===== src/rtl/spi_reg_pkg.sv =====
// Shared types and constants for the SPI register front end.
package spi_reg_pkg;

   typedef enum logic [1:0] {
      ST_CMD = 2'd0,
      ST_WR  = 2'd1,
      ST_RD  = 2'd2
   } state_e;

   localparam int RW_BIT = 7;
   localparam int BYTE_W = 8;

endpackage


===== src/rtl/spi_reg_bank.sv =====
// 2**ADDR_W x 8 register bank: reg 0 is the read-only ID constant, others writable.
module spi_reg_bank
   import spi_reg_pkg::*;
#(
   parameter int          ADDR_W   = 4,
   parameter logic [7:0]  ID_VALUE = 8'hA5
) (
   input  logic                                w_SPI_Clk,
   input  logic                                i_Rst_L,
   input  logic                                we_i,
   input  logic [ADDR_W-1:0]                   waddr_i,
   input  logic [BYTE_W-1:0]                   wdata_i,
   input  logic [ADDR_W-1:0]                   raddr_i,
   output logic [BYTE_W-1:0]                   rdata_o,
   output logic [BYTE_W*(2**ADDR_W)-1:0]       regs_o
);

   localparam int DEPTH = 2**ADDR_W;

   logic [DEPTH-1:0][BYTE_W-1:0] all_regs;

   assign all_regs[0] = ID_VALUE;

   // No storage for reg 0, so writes to it vanish here without extra gating.
   for (genvar g = 1; g < DEPTH; g++) begin : g_reg
      logic [BYTE_W-1:0] reg_q;
      always_ff @(posedge w_SPI_Clk or negedge i_Rst_L) begin
         if (!i_Rst_L)                              reg_q <= '0;
         else if (we_i && waddr_i == ADDR_W'(g))    reg_q <= wdata_i;
      end
      assign all_regs[g] = reg_q;
   end

   assign rdata_o = all_regs[raddr_i];
   assign regs_o  = all_regs;

endmodule


===== src/rtl/spi_reg_frontend.sv =====
// SPI-clock-domain command decoder and register front end with toggle write handshake.
// Optional burst addressing via SPI_REG_FRONTEND_AUTOINC_EN.
module spi_reg_frontend
   import spi_reg_pkg::*;
#(
   parameter int          ADDR_W   = 4,
   parameter logic [7:0]  ID_VALUE = 8'hA5
) (
   input  logic                                i_Rst_L,
   input  logic                                w_SPI_Clk,
   input  logic                                i_SPI_CS_n,
   input  logic                                i_SPI_PICO,
   output logic                                o_POCI_Bit,
   output logic                                o_Wr_Tgl,
   output logic [ADDR_W-1:0]                   o_Wr_Addr,
   output logic [BYTE_W-1:0]                   o_Wr_Data,
   output logic [BYTE_W*(2**ADDR_W)-1:0]       o_Regs
);

   state_e               state_q, state_d;
   logic [2:0]           bit_cnt_q;
   logic [BYTE_W-2:0]    shift_q;
   logic [BYTE_W-2:0]    rd_sh_q;
   logic                 poci_q;
   logic [ADDR_W-1:0]    addr_q;
   logic                 wr_tgl_q;
   logic [ADDR_W-1:0]    wr_addr_q;
   logic [BYTE_W-1:0]    wr_data_q;

   logic                 frame_rst_n;
   logic                 byte_done;
   logic [BYTE_W-1:0]    rx_byte;
   logic [ADDR_W-1:0]    cmd_addr;
   logic [ADDR_W-1:0]    addr_step;
   logic [ADDR_W-1:0]    raddr;
   logic [BYTE_W-1:0]    rdata;
   logic                 bank_we;
   logic                 rd_load;
   logic                 addr_ld;
   logic                 addr_adv;

   // Frame state clears on reset or CS_n high; bank and o_Wr_* survive CS_n.
   assign frame_rst_n = i_Rst_L & ~i_SPI_CS_n;
   assign byte_done   = (bit_cnt_q == 3'd7);
   assign rx_byte     = {shift_q, i_SPI_PICO};
   assign cmd_addr    = rx_byte[ADDR_W-1:0];

`ifdef SPI_REG_FRONTEND_AUTOINC_EN
   assign addr_step = addr_q + ADDR_W'(1);
`else
   assign addr_step = addr_q;
`endif

   always_ff @(posedge w_SPI_Clk or negedge frame_rst_n) begin
      if (!frame_rst_n) state_q <= ST_CMD;
      else              state_q <= state_d;
   end

   always_comb begin
      state_d = state_q;
      case (state_q)
         ST_CMD:  if (byte_done) state_d = rx_byte[RW_BIT] ? ST_RD : ST_WR;
         ST_WR,
         ST_RD:   state_d = state_q;
         default: state_d = ST_CMD;
      endcase
   end

   always_comb begin
      bank_we  = 1'b0;
      rd_load  = 1'b0;
      addr_ld  = 1'b0;
      addr_adv = 1'b0;
      raddr    = addr_step;
      case (state_q)
         ST_CMD: begin
            raddr   = cmd_addr;
            addr_ld = byte_done;
            rd_load = byte_done & rx_byte[RW_BIT];
         end
         ST_WR: begin
            bank_we  = byte_done & (addr_q != '0);
            addr_adv = byte_done;
         end
         ST_RD: begin
            rd_load  = byte_done;
            addr_adv = byte_done;
         end
         default: ;
      endcase
   end

   always_ff @(posedge w_SPI_Clk or negedge frame_rst_n) begin
      if (!frame_rst_n) begin
         bit_cnt_q <= '0;
         shift_q   <= '0;
         rd_sh_q   <= '0;
         poci_q    <= 1'b0;
         addr_q    <= '0;
      end else begin
         bit_cnt_q <= bit_cnt_q + 3'd1;
         shift_q   <= rx_byte[BYTE_W-2:0];
         if (addr_ld)       addr_q <= cmd_addr;
         else if (addr_adv) addr_q <= addr_step;
         // Bit 7 goes straight to the pin; the rest waits in rd_sh_q.
         if (rd_load) begin
            poci_q  <= rdata[BYTE_W-1];
            rd_sh_q <= rdata[BYTE_W-2:0];
         end else if (state_q == ST_RD) begin
            poci_q  <= rd_sh_q[BYTE_W-2];
            rd_sh_q <= {rd_sh_q[BYTE_W-3:0], 1'b0};
         end else begin
            poci_q  <= 1'b0;
            rd_sh_q <= '0;
         end
      end
   end

   always_ff @(posedge w_SPI_Clk or negedge i_Rst_L) begin
      if (!i_Rst_L) begin
         wr_tgl_q  <= 1'b0;
         wr_addr_q <= '0;
         wr_data_q <= '0;
      end else if (bank_we) begin
         wr_tgl_q  <= ~wr_tgl_q;
         wr_addr_q <= addr_q;
         wr_data_q <= rx_byte;
      end
   end

   spi_reg_bank #(
      .ADDR_W   (ADDR_W),
      .ID_VALUE (ID_VALUE)
   ) u_bank (
      .w_SPI_Clk (w_SPI_Clk),
      .i_Rst_L   (i_Rst_L),
      .we_i      (bank_we),
      .waddr_i   (addr_q),
      .wdata_i   (rx_byte),
      .raddr_i   (raddr),
      .rdata_o   (rdata),
      .regs_o    (o_Regs)
   );

   assign o_POCI_Bit = poci_q;
   assign o_Wr_Tgl   = wr_tgl_q;
   assign o_Wr_Addr  = wr_addr_q;
   assign o_Wr_Data  = wr_data_q;

endmodule


===== config.mk =====
export PLATFORM = sky130hd
export DESIGN_NAME = spi_reg_frontend
export DESIGN_NICKNAME = d
export VERILOG_FILES = /design/src/rtl/spi_reg_pkg.sv /design/src/rtl/spi_reg_bank.sv /design/src/rtl/spi_reg_frontend.sv
export SDC_FILE = /design/constraint.sdc
export NUM_CORES = 1
export LEC_CHECK = 0
export CAP_MARGIN = 15
export CORE_ASPECT_RATIO = 1.1
export CORE_MARGIN = 4
export CORE_UTILIZATION = 56
export CTS_CLUSTER_DIAMETER = 60
export DETAILED_ROUTE_END_ITERATION = 8
export GPL_TIMING_DRIVEN = 0
export PLACE_DENSITY = 0.87
export SETUP_SLACK_MARGIN = 0.05
export SKIP_CTS_REPAIR_TIMING = 1
export SLEW_MARGIN = 0
export SYNTH_ARGS = -nofsm -noshare
export SYNTH_HDL_FRONTEND = slang
export SYNTH_HIERARCHICAL = 1
export SYNTH_SLANG_ARGS = --single-unit

===== constraint.sdc =====
create_clock -name w_SPI_Clk -period 6 [get_ports w_SPI_Clk]
set_clock_uncertainty 0.1 [all_clocks]
set_input_delay 0.9 -clock w_SPI_Clk [delete_from_list [all_inputs] [get_ports w_SPI_Clk]]
set_output_delay 0.9 -clock w_SPI_Clk [all_outputs]
set_load 0.02 [all_outputs]

Yosys cells after proc, flatten, opt, wreduce, memory -nomap -nowiden
Index checks and enable logic that the tools add are counted.
Word-level totals
  input port bits: 4
  logic and storage cells: 83
  register bits after elaboration: 157
  output and inout bits: 142
Cells by class
  reduce and logical (&&, ||, !) cells: 19
  bitwise logic cells: 6
  magnitude comparators: 1
  add/sub/neg operators: 1
  eq/ne operators: 19
  muxes and demuxes: 13
Operators by type and width (number)
  8-bit binary-select mux with 4-bit select: 1
  4-bit equality test, second input constant: 8
  4-bit by 3-bit equality test with 1-bit output, second input constant: 4
  1-bit logical AND: 15
  7-bit two-way mux: 2
  4-bit by 2-bit equality test with 1-bit output, second input constant: 2
  8-bit two-way mux: 1
  4-bit by 5-bit < comparator with 1-bit output, second input constant: 1
  4-bit by 1-bit equality test with 1-bit output, second input constant: 1
  1-bit two-way mux: 4
  2-bit two-way mux: 2
  4-bit two-way mux: 1
  2-bit case mux with 2 select lines: 1
  4-bit nonzero test: 1
  3-bit by 1-bit adder with 3-bit output, second input constant: 1
  1-bit bitwise AND: 3
  3-bit equality test, second input constant: 1
  1-bit NOT: 3
  2-bit by 1-bit equality test with 1-bit output, second input constant: 1
  2-bit equality test, second input constant: 1
  2-bit logical NOT: 1
  2-bit != test, second input constant: 1
  1-bit case mux with 2 select lines: 1
  2-bit AND reduction: 1
  2-bit OR reduction: 1

Longest topological paths before layout
  depth in word-level cells: 5
  mapped depth: 12
  depth with buffers taken out: 8

Modules after synthesis
The synthesis kept the hierarchy.
By module, submodules not included
  spi_reg_bank: cells an instance 387, instances 1, seq. area each 3002.9 um^2, area an instance 5652.9 um^2
  spi_reg_frontend: cells an instance 101, instances 1, seq. area each 925.9 um^2, area an instance 1521.5 um^2

Worst setup path before layout
Ideal clock, no wire load.
  kind: register to register
  start point: register state_q[0]
  end point: register rd_sh_q[6]
  cell stages (with the launch flop): 12
  period minus slack after synthesis: 2.863 ns
  library setup time: 0.121 ns
  buffers on the path: 3
  data required time: 5.779 ns
  path slack: 3.137 ns
  arrival time: 2.642 ns
  path through: dfrtp_1 -> inv_1 -> ha_1 -> clkbuf_1 -> mux2_2 -> buf_6 -> buf_4 -> mux4_2 -> o22ai_1 -> o22ai_1 -> mux2_2 -> a22o_1
On the way
  longest elaborated chain between the ends: 5
  elaborated cells on any way between the ends: 8
  those cells by class: eq/ne: 1; mux: 6; reduce/logical: 1
Ends and longest elaborated chain
  start, declared: line spi_reg_frontend.sv:20  | state_e state_q, state_d;
  start signal, assigned: line spi_reg_frontend.sv:56  | else state_q <= state_d;
  2-bit logical NOT: line spi_reg_frontend.sv:75  | case (state_q)
  4-bit two-way mux: line spi_reg_frontend.sv:75
  named net raddr[0]: line spi_reg_frontend.sv:35  | logic [ADDR_W-1:0] raddr;
  8-bit binary-select mux with 4-bit select: line spi_reg_bank.sv:34  | assign rdata_o = all_regs[raddr_i];
  8-bit two-way mux (implied by the code): line spi_reg_bank.sv:34
  named net rdata[6]: line spi_reg_frontend.sv:36  | logic [BYTE_W-1:0] rdata;
  7-bit two-way mux: line spi_reg_frontend.sv:106  | if (rd_load) begin
  end signal, assigned: line spi_reg_frontend.sv:108  | rd_sh_q <= rdata[BYTE_W-2:0];
  end signal, assigned: line spi_reg_frontend.sv:111  | rd_sh_q <= {rd_sh_q[BYTE_W-3:0], 1'b0};
  end, declared: line spi_reg_frontend.sv:23  | logic [BYTE_W-2:0] rd_sh_q;
The timed path passes the listed nets, and every way through them passes these cells. The select of a mux whose other input is x is not followed.
A chain may end at the register's enable or synchronous reset.

Final worst setup path
  start point: input i_SPI_PICO
  end point: register rd_sh_q[2]
On the way
  longest elaborated chain between the ends: 4
Ends and longest elaborated chain
  start, declared: line spi_reg_frontend.sv:12  | input logic i_SPI_PICO,
  4-bit two-way mux: line spi_reg_frontend.sv:75
  named net raddr[0]: line spi_reg_frontend.sv:35
  8-bit binary-select mux with 4-bit select: line spi_reg_bank.sv:34
  8-bit two-way mux (implied by the code): line spi_reg_bank.sv:34
  named net rdata[2]: line spi_reg_frontend.sv:36
  7-bit two-way mux: line spi_reg_frontend.sv:106
The timed path passes the listed nets, and every way through them passes these cells. The select of a mux whose other input is x is not followed.

==> key figures <==
Timing
  – Upper clock frequency limit: 278 MHz
  – Hold Vio Cnt, Final: 0
  – Relative slew slack: 49.5%
  – Final setup violation count: 0
  – Tcrit/Tclk final: 60.0%
  – Fin. max-slew vios: 0
  – Minimum hold slack: 0.342 ns
  – Tmin final: 3.60 ns
  – Setup TNS: 0 ns
  – Worst-margin pin slew: 0.757 ns
  – RSZ-0062 raised after global routing: false

Logic synthesis
  – Post-Synthesis Cells: 488
  – Sequential area share after synthesis: 54.8%
  – Post-synth EDFFs: 0
  – Area share of the largest cell type after synthesis: about 55%
  – Syn Area/Cell: 14.7 µm²
  – Post-Syn Area: 7170 µm²
  – Top-count cell post-synth: dfrtp_1
  – Ys Warns: 6
  – Main flop type after synthesis: dfrtp_1
  – Area leader, netlist: dfrtp_1
  – Ys async rst share: 100%
  – Register bit total from synthesis: 157
  – Post-synth top cells: dfrtp_1 (157), mux2_2 (143), mux4_2 (16), clkbuf_1 (15), mux2i_1 (14)
  – Top cells by area, synth: dfrtp_1 (55%), mux2_2 (22%), mux4_2 (5.0%)
  – Yosys cell types: 40

CTS
  – CTS tree: done
  – Reg clk slew, reported paths: approximately 0.060 ns
  – CTS buffer count: 17
  – Clk_lat worst skew: 0.43 ns
  – Clock sink total: 157
  – CTS Root Buffer Type: clkbuf_16
  – H-tree Lvls: 4
  – Max Buffers Root-to-Sink: 2

Status
  – Status: completed

Routing
  – Total Routed Length: 20.0 mm
  – Post-route DRC: 0
  – Detailed-route via count: 4959
  – Final ANT Viol Nets: 0
  – Routed vias/inst: 6.04
  – DR pass1 iterations: 4
  – DRT iter0 DRCs: 260
  – Average wire per standard cell: ~24 µm

Global routing
  – Global Route met2 Usage: 47.0%
  – Largest net degree at the start of global routing: 74
  – Overflow after GRT: 0
  – First-pass GRT wire length: 31.5 mm
  – Most used routing layer: met2
  – Total GRT Usage: 28.7%
  – M3 GR Usage: 8.35%
  – Met1 usage: 36.5%
  – Antenna violations before repair: 0
  – Number of global-route vias before repair: 5493

Pwr
  – Pwr/cell area: 374 nW/µm²
  – Static leakage: 4.34 nW
  – Worst IR Drop VDD: 357 µV
  – Total Power: about 3.5 mW

Floorplan
  – Die Wd: 116 µm
  – Die ar.: 14700 µm²
  – Rows: 43
  – Initial Util: between 50% and 60%
  – # IOs: between 100 and 150
  – Die height: between 100 and 150 µm
  – CORE AREA: 12600 µm²

Placed design
  – GPL Wtd Cong: slightly above 0.9
  – Dpl hpwl: between 10 and 15 mm
  – Placed insts: 790
  – Number of port buffers: around 140

Setup path
  – Crit path arrival time: 3.81 ns
  – Crit path kind: input pin to flop
  – Crit. End Element: flop
  – Critical path launch point type: input pin
  – WP data required: approximately 6.2 ns
  – CP max FO: 10

Finish
  – Nets: between 600 and 700
  – Area grow syn2layout: 30.8%
  – Fin cells: 821
  – Layout cells sized above 1: 35.1%
  – Diodes inserted: 0

Job
  – Max_cap viols: 0

Hold path
  – Hold Path Class: flop to flop
-- area by class of cell --
| cell class | count | area (µm²) |
|---|---|---|
| Clock inverter | 6 | 86.3 |
| Inverter | 6 | 22.5 |
| Timing Repair Buffer | 139 | 1430 |
| Tap cell | 157 | 196 |
| Clock buffer | 25 | 475 |
| Fill cell | 805 | 3200 |
| Buffer | 40 | 235 |
| Sequential cell | 157 | 3930 |
| Multi-Input combinational cell | 291 | 3010 |
-- registers in the layout, indices dropped and copies added (netlist names) --
signal          flops
shift_q             7
addr_q              4
o_Wr_Tgl            1
bit_cnt_q           3
rd_sh_q             7
o_Wr_Data           8
o_Wr_Addr           4
u_bank/g.reg_q    120
state_q             2
o_POCI_Bit          1
-- layout by cell type, fill, tap and decap left out, types with 4 or more instances in the layout --
master	n
a211o_1	4
a221o_1	4
a221oi_1	4
a22o_1	9
a31oi_1	4
a32o_1	5
buf_2	8
buf_4	10
buf_6	6
clkbuf_1	21
clkbuf_16	17
clkdlybuf4s50_1	136
conb_1	8
dfrtp_1	157
ha_1	5
inv_1	5
mux2_2	143
mux2_4	10
mux2i_1	14
mux4_2	16
nand2_1	9
nand2b_1	7
nor2_2	9
nor3b_1	5
o22ai_1	12
-- layer usage --
| metal | share of wire, % | up-vias |
|---|---|---|
| met5 | 0 | - |
| met4 | 2.3 | 0 |
| met3 | 7.7 | 35 |
| met2 | 51 | 204 |
| met1 | 39 | 2601 |
| li1 | - | 2119 |
-- cell families (layout without fill, tap and decap cells) --
| group | Yosys count | in the layout | share of synthesized area [%] |
|---|---|---|---|
| buffers and inverters | 46 | 216 | 3.59 |
| muxes | 183 | 183 | 31.5 |
| other | 2 | 8 | 0.105 |
| AOI/OAI and AO/OA | 47 | 47 | 5.11 |
| xor gates and xnor gates | 1 | 1 | 0.122 |
| and+or+nand+nor | 47 | 47 | 3.92 |
| DFF | 157 | 157 | 54.8 |
| adders and majority gates | 5 | 5 | 0.872 |
-- through the flow --
stage	setup WS (ns)	util (%)	cell area, µm²
after floorplan	3.14	-	7200
after global placement	-1.91	69.6	8760
after detailed placement	2.03	70.1	8820
after CTS	2.43	74.5	9390
after global routing	2.36	74.5	9390
final	2.40	74.5	9390
-- power breakdown --
part           total [mW]  internal, mW  switching (mW)
sequential           1.31          1.19           0.123
combinational        1.16         0.541           0.623
clock                1.03         0.631           0.401
-- critical path: stages --
cell and delay (ns):
clkdlybuf4s50_1 0.76, mux2_2 0.26, buf_6 0.18, buf_4 0.27, mux4_2 0.53, o22ai_1 0.27
a31oi_1 0.15, mux2_2 0.30, a22o_1 0.18
-- path summary, 6_finish.rpt --
kind | from | end | slack (ns) | cells past startpoint
setup reg to reg | state_q[0] | rd_sh_q[2] | 2.59 | 10
setup / recovery | i_SPI_PICO | rd_sh_q[2] | 2.40 | 9
max in group asynchronous | i_Rst_L | rd_sh_q[0] | 4.40 | 3
hold reg to reg | bit_cnt_q[0] | bit_cnt_q[0] | 0.34 | 1
hold / removal | bit_cnt_q[0] | bit_cnt_q[0] | 0.34 | 1
min in group asynchronous | i_Rst_L | u_bank/g_reg[5].reg_q[5] | 0.36 | 1
Power figures use the tool's default switching activity.
